<file path="config.mk">
export PLATFORM = sky130hd
export DESIGN_NAME = vram_cpu_port_flat
export DESIGN_NICKNAME = d
export VERILOG_FILES = /design/src/rtl/vram_cpu_port_if.sv /design/src/rtl/vram_cpu_port.sv /design/src/flat_wrapper.sv
export SDC_FILE = /design/constraint.sdc
export NUM_CORES = 1
export LEC_CHECK = 0
export CAP_MARGIN = 15
export CORE_MARGIN = 2
export CORE_UTILIZATION = 40
export CTS_BUF_LIST = sky130_fd_sc_hd__clkbuf_16
export CTS_CLUSTER_DIAMETER = 50
export DETAILED_ROUTE_END_ITERATION = 16
export PLACE_DENSITY = 0.72
export SETUP_SLACK_MARGIN = 0.4
export SLEW_MARGIN = 25
export SYNTH_ARGS = -nofsm -noshare
export SYNTH_HDL_FRONTEND = slang
export SYNTH_SLANG_ARGS = --single-unit
</file>
<file path="constraint.sdc">
create_clock -name clk -period 2.75 [get_ports clk]
set_clock_uncertainty 0.2 [all_clocks]
set_input_delay 0.55 -clock clk [delete_from_list [all_inputs] [get_ports clk]]
set_output_delay 0.55 -clock clk [all_outputs]
set_load 0.02 [all_outputs]
</file>
<file path="src/rtl/vram_cpu_port_if.sv">
// Bus bundle between the Z80 decode, vram_cpu_port and the tile generator CPU port.
// slave = vram_cpu_port view, master = surrounding environment view.
interface vram_cpu_port_if;
   // Handshake: a request is a decoded tile-window hit held on the CPU strobes;
   // it completes in the cycle cpu_wait_n is high while the hit is still present.
   logic       cpu_mreq_n;
   logic       cpu_rd_n;
   logic       cpu_wr_n;
   logic [15:0] cpu_addr;
   logic [7:0] cpu_dout;
   logic [7:0] cpu_din;
   logic       cpu_sel;
   logic       cpu_wait_n;
   logic       cmpblk;
   logic       vram_busy;
   logic       vram_rdn;
   logic       vram_wrn;
   logic       vram_tile_ena;
   logic [9:0] vram_addr;
   logic [7:0] vram_din;
   logic [7:0] vram_dout;
   logic       wait_err;

   modport slave (
      input  cpu_mreq_n, cpu_rd_n, cpu_wr_n, cpu_addr, cpu_dout,
      input  cmpblk, vram_busy, vram_dout,
      output cpu_din, cpu_sel, cpu_wait_n,
      output vram_rdn, vram_wrn, vram_tile_ena, vram_addr, vram_din, wait_err
   );

   modport master (
      output cpu_mreq_n, cpu_rd_n, cpu_wr_n, cpu_addr, cpu_dout,
      output cmpblk, vram_busy, vram_dout,
      input  cpu_din, cpu_sel, cpu_wait_n,
      input  vram_rdn, vram_wrn, vram_tile_ena, vram_addr, vram_din, wait_err
   );
endinterface

</file>
<file path="src/rtl/vram_cpu_port.sv">
// Z80 initiator into tile RAM: decode, WAIT until the tile generator frees RAM, strobe, capture.
// Optional macro VRAM_POST_WRITE_EN: writes are acknowledged at once and committed in the background.
module vram_cpu_port #(
   parameter logic [5:0]  BASE_HI  = 6'b011101,
   parameter int unsigned MAX_WAIT = 1023
) (
   input  logic            clk,
   input  logic            rst_n,
   vram_cpu_port_if.slave  bus,
   output logic [1:0]      dbg_state_o
);

   typedef enum logic [1:0] {IDLE = 2'd0, PEND = 2'd1, CAPT = 2'd2} state_t;

   localparam logic [9:0] WAIT_LIM = 10'(MAX_WAIT - 1);

   state_t     state_q, state_d;
   logic       ack_q, ack_d;
   logic       rd_q, rd_d;
   logic [9:0] addr_q, addr_d;
   logic [7:0] din_q, din_d;
   logic [7:0] cpu_din_q, cpu_din_d;
   logic [9:0] cnt_q, cnt_d;
   logic       err_q, err_d;
   logic       rdn_s, wrn_s, tena_s;
   logic       hit, is_rd, window, post_accept;

   assign is_rd  = ~bus.cpu_rd_n;
   assign hit    = ~bus.cpu_mreq_n & (~bus.cpu_rd_n | ~bus.cpu_wr_n)
                   & (bus.cpu_addr[15:10] == BASE_HI);
   assign window = bus.cmpblk & ~bus.vram_busy;

`ifdef VRAM_POST_WRITE_EN
   assign post_accept = (state_q == IDLE) & hit & ~is_rd & ~ack_q;
`else
   assign post_accept = 1'b0;
`endif

   // WAIT is released while in reset so a reset mid-access never stalls the CPU.
   assign bus.cpu_wait_n    = ~rst_n | ~hit | ack_q | post_accept;
   assign bus.cpu_sel       = hit & is_rd & ack_q;
   assign bus.cpu_din       = cpu_din_q;
   assign bus.vram_addr     = addr_q;
   assign bus.vram_din      = din_q;
   assign bus.vram_rdn      = rdn_s;
   assign bus.vram_wrn      = wrn_s;
   assign bus.vram_tile_ena = tena_s;
   assign bus.wait_err      = err_q;
   assign dbg_state_o       = state_q;

   always_comb begin
      state_d   = state_q;
      ack_d     = ack_q & hit;
      rd_d      = rd_q;
      addr_d    = addr_q;
      din_d     = din_q;
      cpu_din_d = cpu_din_q;
      cnt_d     = cnt_q;
      err_d     = err_q;
      rdn_s     = 1'b1;
      wrn_s     = 1'b1;
      tena_s    = 1'b0;
      case (state_q)
         IDLE: begin
            if (hit && !ack_q) begin
               addr_d  = bus.cpu_addr[9:0];
               din_d   = bus.cpu_dout;
               rd_d    = is_rd;
               cnt_d   = 10'd0;
               state_d = PEND;
               if (post_accept) ack_d = 1'b1;
            end
         end
         PEND: begin
            if (cnt_q != 10'h3FF) cnt_d = cnt_q + 10'd1;
            if (cnt_q >= WAIT_LIM) err_d = 1'b1;
            if (window) begin
               if (rd_q) begin
                  rdn_s   = 1'b0;
                  state_d = CAPT;
               end else begin
                  wrn_s   = 1'b0;
                  tena_s  = 1'b1;
                  state_d = IDLE;
`ifndef VRAM_POST_WRITE_EN
                  ack_d   = hit;
`endif
               end
            end
         end
         CAPT: begin
            // Tile RAM presents read data one cycle after the strobe.
            cpu_din_d = bus.vram_dout;
            ack_d     = hit;
            state_d   = IDLE;
         end
         default: state_d = IDLE;
      endcase
   end

   always_ff @(posedge clk or negedge rst_n) begin
      if (!rst_n) begin
         state_q   <= IDLE;
         ack_q     <= 1'b0;
         rd_q      <= 1'b0;
         addr_q    <= 10'h000;
         din_q     <= 8'h00;
         cpu_din_q <= 8'h00;
         cnt_q     <= 10'd0;
         err_q     <= 1'b0;
      end else begin
         state_q   <= state_d;
         ack_q     <= ack_d;
         rd_q      <= rd_d;
         addr_q    <= addr_d;
         din_q     <= din_d;
         cpu_din_q <= cpu_din_d;
         cnt_q     <= cnt_d;
         err_q     <= err_d;
      end
   end

endmodule

</file>
<file path="src/flat_wrapper.sv">
// flat-port wrapper written by rule: the top's interface ports become plain ports
module vram_cpu_port_flat 
#(
   parameter logic [5:0]  BASE_HI  = 6'b011101,
   parameter int unsigned MAX_WAIT = 1023
)
  (clk, rst_n, dbg_state_o, bus_cpu_mreq_n, bus_cpu_rd_n, bus_cpu_wr_n, bus_cpu_addr, bus_cpu_dout, bus_cmpblk, bus_vram_busy, bus_vram_dout, bus_cpu_din, bus_cpu_sel, bus_cpu_wait_n, bus_vram_rdn, bus_vram_wrn, bus_vram_tile_ena, bus_vram_addr, bus_vram_din, bus_wait_err);
  vram_cpu_port_if bus_i ();
  input  logic clk;
  input  logic rst_n;
  output logic [1:0] dbg_state_o;
  input wire logic [$bits(bus_i.cpu_mreq_n)-1:0] bus_cpu_mreq_n;
  input wire logic [$bits(bus_i.cpu_rd_n)-1:0] bus_cpu_rd_n;
  input wire logic [$bits(bus_i.cpu_wr_n)-1:0] bus_cpu_wr_n;
  input wire logic [$bits(bus_i.cpu_addr)-1:0] bus_cpu_addr;
  input wire logic [$bits(bus_i.cpu_dout)-1:0] bus_cpu_dout;
  input wire logic [$bits(bus_i.cmpblk)-1:0] bus_cmpblk;
  input wire logic [$bits(bus_i.vram_busy)-1:0] bus_vram_busy;
  input wire logic [$bits(bus_i.vram_dout)-1:0] bus_vram_dout;
  output wire logic [$bits(bus_i.cpu_din)-1:0] bus_cpu_din;
  output wire logic [$bits(bus_i.cpu_sel)-1:0] bus_cpu_sel;
  output wire logic [$bits(bus_i.cpu_wait_n)-1:0] bus_cpu_wait_n;
  output wire logic [$bits(bus_i.vram_rdn)-1:0] bus_vram_rdn;
  output wire logic [$bits(bus_i.vram_wrn)-1:0] bus_vram_wrn;
  output wire logic [$bits(bus_i.vram_tile_ena)-1:0] bus_vram_tile_ena;
  output wire logic [$bits(bus_i.vram_addr)-1:0] bus_vram_addr;
  output wire logic [$bits(bus_i.vram_din)-1:0] bus_vram_din;
  output wire logic [$bits(bus_i.wait_err)-1:0] bus_wait_err;
  assign bus_i.cpu_mreq_n = bus_cpu_mreq_n;
  assign bus_i.cpu_rd_n = bus_cpu_rd_n;
  assign bus_i.cpu_wr_n = bus_cpu_wr_n;
  assign bus_i.cpu_addr = bus_cpu_addr;
  assign bus_i.cpu_dout = bus_cpu_dout;
  assign bus_i.cmpblk = bus_cmpblk;
  assign bus_i.vram_busy = bus_vram_busy;
  assign bus_i.vram_dout = bus_vram_dout;
  assign bus_cpu_din = bus_i.cpu_din;
  assign bus_cpu_sel = bus_i.cpu_sel;
  assign bus_cpu_wait_n = bus_i.cpu_wait_n;
  assign bus_vram_rdn = bus_i.vram_rdn;
  assign bus_vram_wrn = bus_i.vram_wrn;
  assign bus_vram_tile_ena = bus_i.vram_tile_ena;
  assign bus_vram_addr = bus_i.vram_addr;
  assign bus_vram_din = bus_i.vram_din;
  assign bus_wait_err = bus_i.wait_err;
  vram_cpu_port #(.BASE_HI(BASE_HI), .MAX_WAIT(MAX_WAIT)) u_core (.clk(clk), .rst_n(rst_n), .bus(bus_i), .dbg_state_o(dbg_state_o));
endmodule
</file>
==> results.yml <==
cts:
  htree_levels: 2
  cts-root-buf: "clkbuf_16"
  tritoncts: "yes"
  clock_latency_ns: 0.28
  cts_buffers: 5
  cts.path.max_buffers: 2
  clock_sinks: 41
  path_clk_slew_ns: 0.06
synthesis:
  syn_nets: 213
  synth_top_area_frac: 0.489
  yosysWarningCount: 0
  synth_top_flop_cell: "dfrtp_1"
  yosysMostFrequentCell: "dfrtp_1"
  syn-instance-count: 169
  yosys.cell_types.count: 45
  syn_area_sq_um: 2100
  ys_ff_latch: 41
  yosysTopAreaCell: "dfrtp_1"
  avgSynthCellArea_sq_um: 12.4
  synthTopCellsByCount: "dfrtp_1, mux2_4, mux2_2, nand3_1"
  ys_top_cells_by_area: "dfrtp_1, mux2_4, mux2_2"
  ys_seq_area_frac: 0.489
  async_flop_share: 1.00
  synth_edf_count: 0
global_routing:
  grt_antenna_before_repair: 0
  grt_start_max_net_pins: 42
  grt_pass1_wl_um: 8470
  first_global_vias: 1717
  grt_overflow_total: 0
  grt.total_usage: 0.181
critical_path:
  regToRegEndpoint: "u_core.cnt_q[9]$_DFFE_PN0P_"
  reg2regPathDepth: 7
  crit_start: "bus_cpu_addr[12]"
  crit_type: "in2out"
  path_max_fanout: 2
  critPathArrivalTime_ns: 1.62
  ff2ff_setup_slack_ns: 0.56
  r2r-start: "u_core.dbg_state_o[1]$_DFFE_PN0P_"
  worst_setup_path_end_kind: "output port"
  worstPathRequired_ns: 2.00
  cp-start-kind: "input pin"
power_and_ir_drop:
  p_int_mw: 1.35
  pwr-share-seq: 0.397
  p_leak_nw: 1.38
  max-vdd-ir-drop_mv: 0.292
  p_switching_uw: 507
  pwr_density_cell_nw_per_um2: 592
  p_clk_frac: 0.356
  swShare: 0.273
  combPwrFrac: 0.247
sta:
  period_needed_ns: 2.37
  max_slew_margin: 0.644
  worstMarginPinSlew_ns: 0.534
  setup_violations: 0
  max_freq_ghz: 0.422
  hold_viol: 0
  slew_violations: 0
  worst_slack_ns: 0.383
  rsz0062_at_grt: "true"
  fin_crit_sh: 0.861
place:
  dp_cells: 315
  placed_cell_area_sq_um: 2940
  gp_congestion: 0.863
  port_buffers: 72
  post-dp-hpwl_um: 3540
  dp_slack_ns: -0.221
flow_run:
  cap_violations: 0
routing:
  via_per_inst: 5.22
  routed_wl_um: 5010
  wl_per_cell_um: 15.4
  drt_iter0_markers: 58
  dr_total_vias: 1701
  drc: 0
  ant_nets: 0
  drtPass1Iterations: 4
final_layout:
  diodes: 0
  n_fill_cell: 416
  fin_area_sq_um: 3140
  finalNonFillerCells: 326
  syn_to_final_growth_pct: 49.7
  register_area_sq_um: 1030
  drive_gt1_frac: 0.266
  final_nets: 299
  multi_input_area_sq_um: 1020
floorplanning:
  die_h_um: 76.4
  core_region_area_sq_um: 5070
  start_util: 0.413
  dieArea_sq_um: 5840
  rows: 26
  die_x_um: 76.4
  ios: 73
run_status:
  status: "completed"
hold_path:
  hp-class: "in2async"
-- per-layer routing --
metal	routed length [um]	GRT usage	up-vias
met5	0	0	-
met4	94	0.0655	0
met3	222	0.0391	10
met2	2430	0.302	55
met1	2260	0.232	840
li1	-	-	796
-- cell type report --
type                    count  area share
well taps                  70      0.0279
clock inverters             3      0.0131
inverters                   7     0.00837
multi-input cells         114       0.325
clock buffers               5      0.0398
flip-flops and latches     41       0.327
repair buffers             86       0.259
-- cell usage in the layout, fill, tap and decap left out, types with 2 or more instances in the layout --
cell             synthesis  layout
a21oi_1                  7       7
a31o_1                   2       2
a31oi_1                  3       3
and2_1                   3       3
and3_1                   2       2
and4bb_4                 2       2
buf_4                    1      13
buf_6                    3       4
clkbuf_16                0       5
clkdlybuf4s50_1          0      60
dfrtp_1                 41      41
dlygate4sd2_1            0       7
ha_1                     5       4
inv_1                    7       6
mux2_2                   8       8
mux2_4                  17      17
nand2_1                  6       6
nand2_4                  2       2
nand2b_1                 3       2
nand3_1                  8       8
nand4_1                  4       4
nor2_1                   5       5
o21ai_0                  4       4
o21ai_1                  5       5
o31ai_1                  6       6
-- power groups by stage --
stage                     combinational, mW  clock, mW  sequential [mW]
after CTS                             0.460      0.670            0.737
after global placement                0.450          0            0.745
after global routing                  0.497      0.685            0.750
after floorplan                       0.187          0            0.799
after detailed placement              0.458          0            0.746
final                                 0.460      0.662            0.739
-- metrics by stage --
stage / power, mW / setup TNS (ns) / util / hold slack [ns]
final: 1.86 / 0 / 0.619 / 0.178
after global routing: 1.93 / 0 / 0.619 / 0.246
after CTS: 1.87 / 0 / 0.617 / 0.210
after detailed placement: 1.20 / -0.316 / 0.578 / 0.259
after global placement: 1.20 / -0.284 / 0.578 / 0.253
after floorplan: 0.985 / 0 / - / 0.0544
-- worst max-delay path, stage by stage --
cell             delay (ns)
clkdlybuf4s50_1        0.48
nand2_1                0.06
nor2_1                 0.08
nand3_1                0.12
nor3b_2                0.17
buf_4                  0.16
-- what timing repair did --
item	CTS	global route
setup buffers	3	0
hold buffers	0	0
gates resized for setup	29	7
pin swaps	2	2
endpoints found under the setup margin	5	7
-- worst max path at each step --
stage / depth (start not counted) / slack (ns) / end
5_1_grt: 6 / 0.34 / bus_cpu_sel
6_report: 6 / 0.38 / bus_cpu_sel
3_5_place_dp: 5 / -0.22 / bus_cpu_sel
3_3_place_gp: 5 / -0.20 / bus_cpu_sel
2_1_floorplan: 5 / 0.45 / bus_vram_wrn
4_1_cts: 6 / 0.35 / bus_cpu_sel
-- cells by family after synthesis --
family,count (synthesis),synth area share
simple gates,46,0.148
buf+inv,14,0.0382
flops,41,0.489
fa+ha+maj,5,0.0298
mux,27,0.175
compound gates,36,0.120
-- state kept, by name, indices dropped and copies added (netlist names) --
| register | cells |
|---|---|
| u_core.bus.vram_addr | 10 |
| u_core.ack_q | 1 |
| u_core.dbg_state_o | 2 |
| u_core.bus.cpu_din | 8 |
| u_core.bus.wait_err | 1 |
| u_core.rd_q | 1 |
| u_core.bus.vram_din | 8 |
| u_core.cnt_q | 10 |
Note: power is estimated with default switching activity, not from simulation.
==> RTL change 1: new RTL, same flow settings <==
`MAX_WAIT` is set to 1023 in 2 places; all go to 767.
--- a/src/rtl/vram_cpu_port.sv
+++ b/src/rtl/vram_cpu_port.sv
@@ -4,3 +4,3 @@
    parameter logic [5:0]  BASE_HI  = 6'b011101,
-   parameter int unsigned MAX_WAIT = 1023
+   parameter int unsigned MAX_WAIT = 767
 ) (
--- a/src/flat_wrapper.sv
+++ b/src/flat_wrapper.sv
@@ -4,3 +4,3 @@
    parameter logic [5:0]  BASE_HI  = 6'b011101,
-   parameter int unsigned MAX_WAIT = 1023
+   parameter int unsigned MAX_WAIT = 767
 )
Function: no difference found for any inputs over 10 cycles, from zero or initial values and one cycle with rst_n low; that may be too few to reach the edited logic, so the function may still have changed.
==> RTL change 1 against the original RTL <==
  * Final area down 3.8%
  * Total power is 11% higher
  * Routed wire length shrank 13%
  * Via count decreased by 7.1%
  * Utilization rose by 2.5 points
  * Sequential cell count stayed put
  * Critical path depth grew 1
  * Setup slack better by 0.044 ns
  * Sequential power grew 9.5%
  * Area after synthesis decreased by 8.2%
  * Synthesized cell count fell by 6.5%
  * Highest routed layer unchanged
  * Die area is 7.8% lower
==> RTL change 1: results (changes against the original RTL) <==
routed wire length=4363 µm (-13%); Placement Cell Area=2764 µm² (-5.8%); final net count=290 (-3.0%); CP arrival=1.57 ns (-0.05 ns); H-tree Lvls=2 (unchanged); Hold Slack=0.1392 ns (-0.03916 ns); via density per instance=5.252 (+0.67%); fraction of layout cells with a size suffix above 1=27.13% (+0.56 points); clock share of power=36.1% (+0.5 points); Synth Net Count=202 (-5.2%); global-route wire length before repair=6762 µm (-20%); drt first-iter violations=55 (-5.2%); Synth area leaders=dfrtp_1, mux2_2, ha_1; Finished Layout Cells=301 (-7.7%); Seq/Total Area, Yosys=53.28% (+4.4 points); Ys Warns=0 (unchanged); internal power=1.493 mW (+10%); Slowest cell on crit path=and4bb_2; worst setup path endpoint=bus_cpu_wait_n; dpl hpwl=2996 µm (-15%); P_seq=809 µW (+9.5%); most common cell in the netlist=dfrtp_1; Mapped Cells=158 (-6.5%); Worst-Margin Slew=0.5088 ns (-0.02564 ns); Distinct cells, synth=40 (-11%); gr usage total=16.56% (-1.6 points); crit path launch=bus_cpu_addr[15]; outcome=complete, no violations; number of global-route vias before repair=1,522 (-11%); largest net degree at the start of global routing=42 (unchanged); Crit path max-delay family=simple AND/OR/NAND/NOR gates; P_leak=1.375 nW (-0.72%)
==> RTL change 1: cell count changes in the layout (fill, tap and decap cells not counted), sizes merged, moves of 3 or more <==
cell,delta
nand3,-4
a211o,+4
o31ai,-6
a2111oi,+4
o21ai,-3
clkdlybuf4s50,-3
a31oi,-3
==> RTL change 1: metal layers <==
metal	GRT usage (%)	vias up	part of all wire, %
li1	-	762	-
met1	20.32	765	43
met2	27.23	50	48
met3	7.133	4	8.6
met4	3.636	0	0.78
met5	0	-	0
==> RTL change 1: worst reg2reg max path: stages (launching register included) <==
cell	delay, ns
dfrtp_1	0.40
inv_1	0.11
ha_2	0.27
and2b_1	0.15
nand4_1	0.22
buf_12	0.25
a2111oi_1	0.40
a211o_1	0.15
==> RTL change 1: repair_timing <==
action | in CTS | in global routing
endpoints found under the setup margin | 5 | 11
buffers inserted | 2 | 4
resized for setup | 23 | 20
pin swaps | 5 | 7
gates cloned | 0 | 0
==> RTL change 1: layout make-up <==
type                            count  area, µm²
Clock buffer                        5      125.1
Clock inverter                      3      65.06
Fill cell                         374       1670
Inverter                            6      22.52
Multi-Input combinational cell    105      889.6
Sequential cell                    41       1026
Tap cell                           54      67.56
Timing Repair Buffer               87      825.8
==> RTL change 1: through the flow <==
stage | total power [mW] | worst slack [ns]
floorplan | 1.073 | 0.4574
global placement | 1.304 | -0.1547
detailed placement | 1.311 | -0.1704
CTS | 2.064 | 0.3437
global route | 2.163 | 0.3538
finish | 2.064 | 0.4267
==> RTL change 1: cells by family (layout without fill, tap and decap cells) <==
family,Yosys count,after routing,share of synthesized area [%]
buffers and inverters,12,101,2.729
multiplexers,30,30,17.41
AO/OA/AOI/OAI,30,30,11.76
flip-flops,41,41,53.28
adder cells (fa/ha/maj),5,5,3.249
AND/OR/NAND/NOR,40,40,11.57
==> RTL change 2: new RTL, same flow settings <==
Made on the original files. Take the reset off `addr_q`, `din_q` and `cpu_din_q` and load them in a clocked block of their own.
--- a/src/rtl/vram_cpu_port.sv
+++ b/src/rtl/vram_cpu_port.sv
@@ -105,5 +105,2 @@
          rd_q      <= 1'b0;
-         addr_q    <= 10'h000;
-         din_q     <= 8'h00;
-         cpu_din_q <= 8'h00;
          cnt_q     <= 10'd0;
@@ -114,5 +111,2 @@
          rd_q      <= rd_d;
-         addr_q    <= addr_d;
-         din_q     <= din_d;
-         cpu_din_q <= cpu_din_d;
          cnt_q     <= cnt_d;
@@ -122,2 +116,8 @@
 
+   always_ff @(posedge clk) begin
+      addr_q    <= addr_d;
+      din_q     <= din_d;
+      cpu_din_q <= cpu_din_d;
+   end
+
 endmodule
Check against the original RTL: not equivalent (a bounded check fails within 4 cycles, from zero or initial values and one cycle with rst_n low).
==> RTL change 2 against the original RTL <==
  * Routed wire length shrank 12%
  * Non-clock buffer count increased by 7
  * Final area down 7.8%
  * First-iteration DRC count grew 22%
  * Setup slack better by 0.0013 ns
  * Area after synthesis fell by 14%
  * Synthesized cell count down 22%
  * Sequential cell count unchanged
  * Sequential share of layout area is 7.2 points higher
  * Total power down 18%
  * Largest cell class unchanged
==> RTL change 2: results (changes against the original RTL) <==
Distinct cells, synth=39 (-13%); Synth Net Count=176 (-17%); worst IR drop on VDD=305.3 µV (+4.6%); Synth area leaders=edfxtp_1, dfrtp_1, ha_1; M1 WL=1792 µm (-21%); gpl congestion=0.8201 (-4.9%); number of global-route vias before repair=1,474 (-14%); switching power=381.2 µW (-25%); WL met3=335 µm (+51%); reg2reg path depth=8 (+1); met3 GRT Util=5.840% (+1.9 points); First-pass DRT Iterations=5 (+1); Comb. pwr=243 µW (-47%); Slowest cell on crit path=or3_4; Post-synth EDFFs=26 (+26); crit path launch=bus_cpu_addr[14]; final net count=275 (-8.0%); outcome=complete, no violations; largest net degree at the start of global routing=19 (-55%); asr flop ratio synth=36.59% (-63 points); Rel. slew slack=75.51% (+11 points); postcts setup bufs=4 (+1); drt first-iter violations=71 (+22%); global-route wire length before repair=7031 µm (-17%); fraction of layout cells with a size suffix above 1=22.84% (-3.7 points); Seq/Total Area, Yosys=63.99% (+15 points); HP Class=reg2reg; CP peak stage delay=0.34 ns (-0.14 ns); dpl hpwl=3273 µm (-7.5%); Hold Slack=0.2901 ns (+0.1118 ns); met2 usage=30.45% (+0.28 points); met1 Use GR=21.55% (-1.7 points); reg2reg setup slack=0.53 ns (-0.03 ns); WL met2=2219 µm (-8.8%); P_leak=1.123 nW (-19%); via density per instance=5.285 (+1.3%)
==> RTL change 2: cell count changes in the layout (fill, tap and decap cells not counted), moves of 4 or more <==
cell / delta
nand2_1: +4
o31ai_1: -6
nand3_1: -5
mux2_2: -8
o21ai_1: -5
edfxtp_1: +26
buf_4: +8
a31oi_1: +4
clkdlybuf4s50_1: -4
mux2_4: -16
o21ai_0: +5
dfrtp_1: -26
==> RTL change 2: cell type report <==
| class | instances | share of cell area (%) |
|---|---|---|
| Sequential cell | 41 | 39.91 |
| Timing Repair Buffer | 93 | 29.50 |
| Multi-Input combinational cell | 80 | 22.12 |
| Clock buffer | 5 | 4.320 |
| Tap cell | 52 | 2.246 |
| Inverter | 10 | 1.296 |
| Clock inverter | 3 | 0.6048 |
==> RTL change 2: kinds of logic (layout without fill, tap and decap cells) <==
kind of cell	count (synthesis)	count (layout)	synth area share [%]
mux	2	2	1.385
flops	41	41	63.99
compound gates	34	34	13.57
fa+ha+maj	5	5	3.463
buf+inv	11	111	2.285
simple gates	39	39	15.31
==> RTL change 2: stage by stage <==
step	setup WS (ns)	power, mW	instances	area [µm²]	setup TNS (ns)
floorplan	0.4592	0.8452	132	1817	0
global placement	-0.3647	0.9548	269	2716	-0.6531
detailed placement	-0.4447	0.9693	269	2716	-0.8076
CTS	0.3214	1.540	281	2899	0
global route	0.3400	1.593	284	2897	0
finish	0.3843	1.526	284	2897	0
==> RTL change 2: worst register-to-register path, cell delays in order (launching register included) <==
cell	delay, ns
dfrtp_1	0.41
inv_1	0.09
ha_1	0.18
buf_4	0.21
or2b_1	0.28
o41ai_4	0.27
buf_4	0.20
a41oi_1	0.13
a31oi_1	0.18
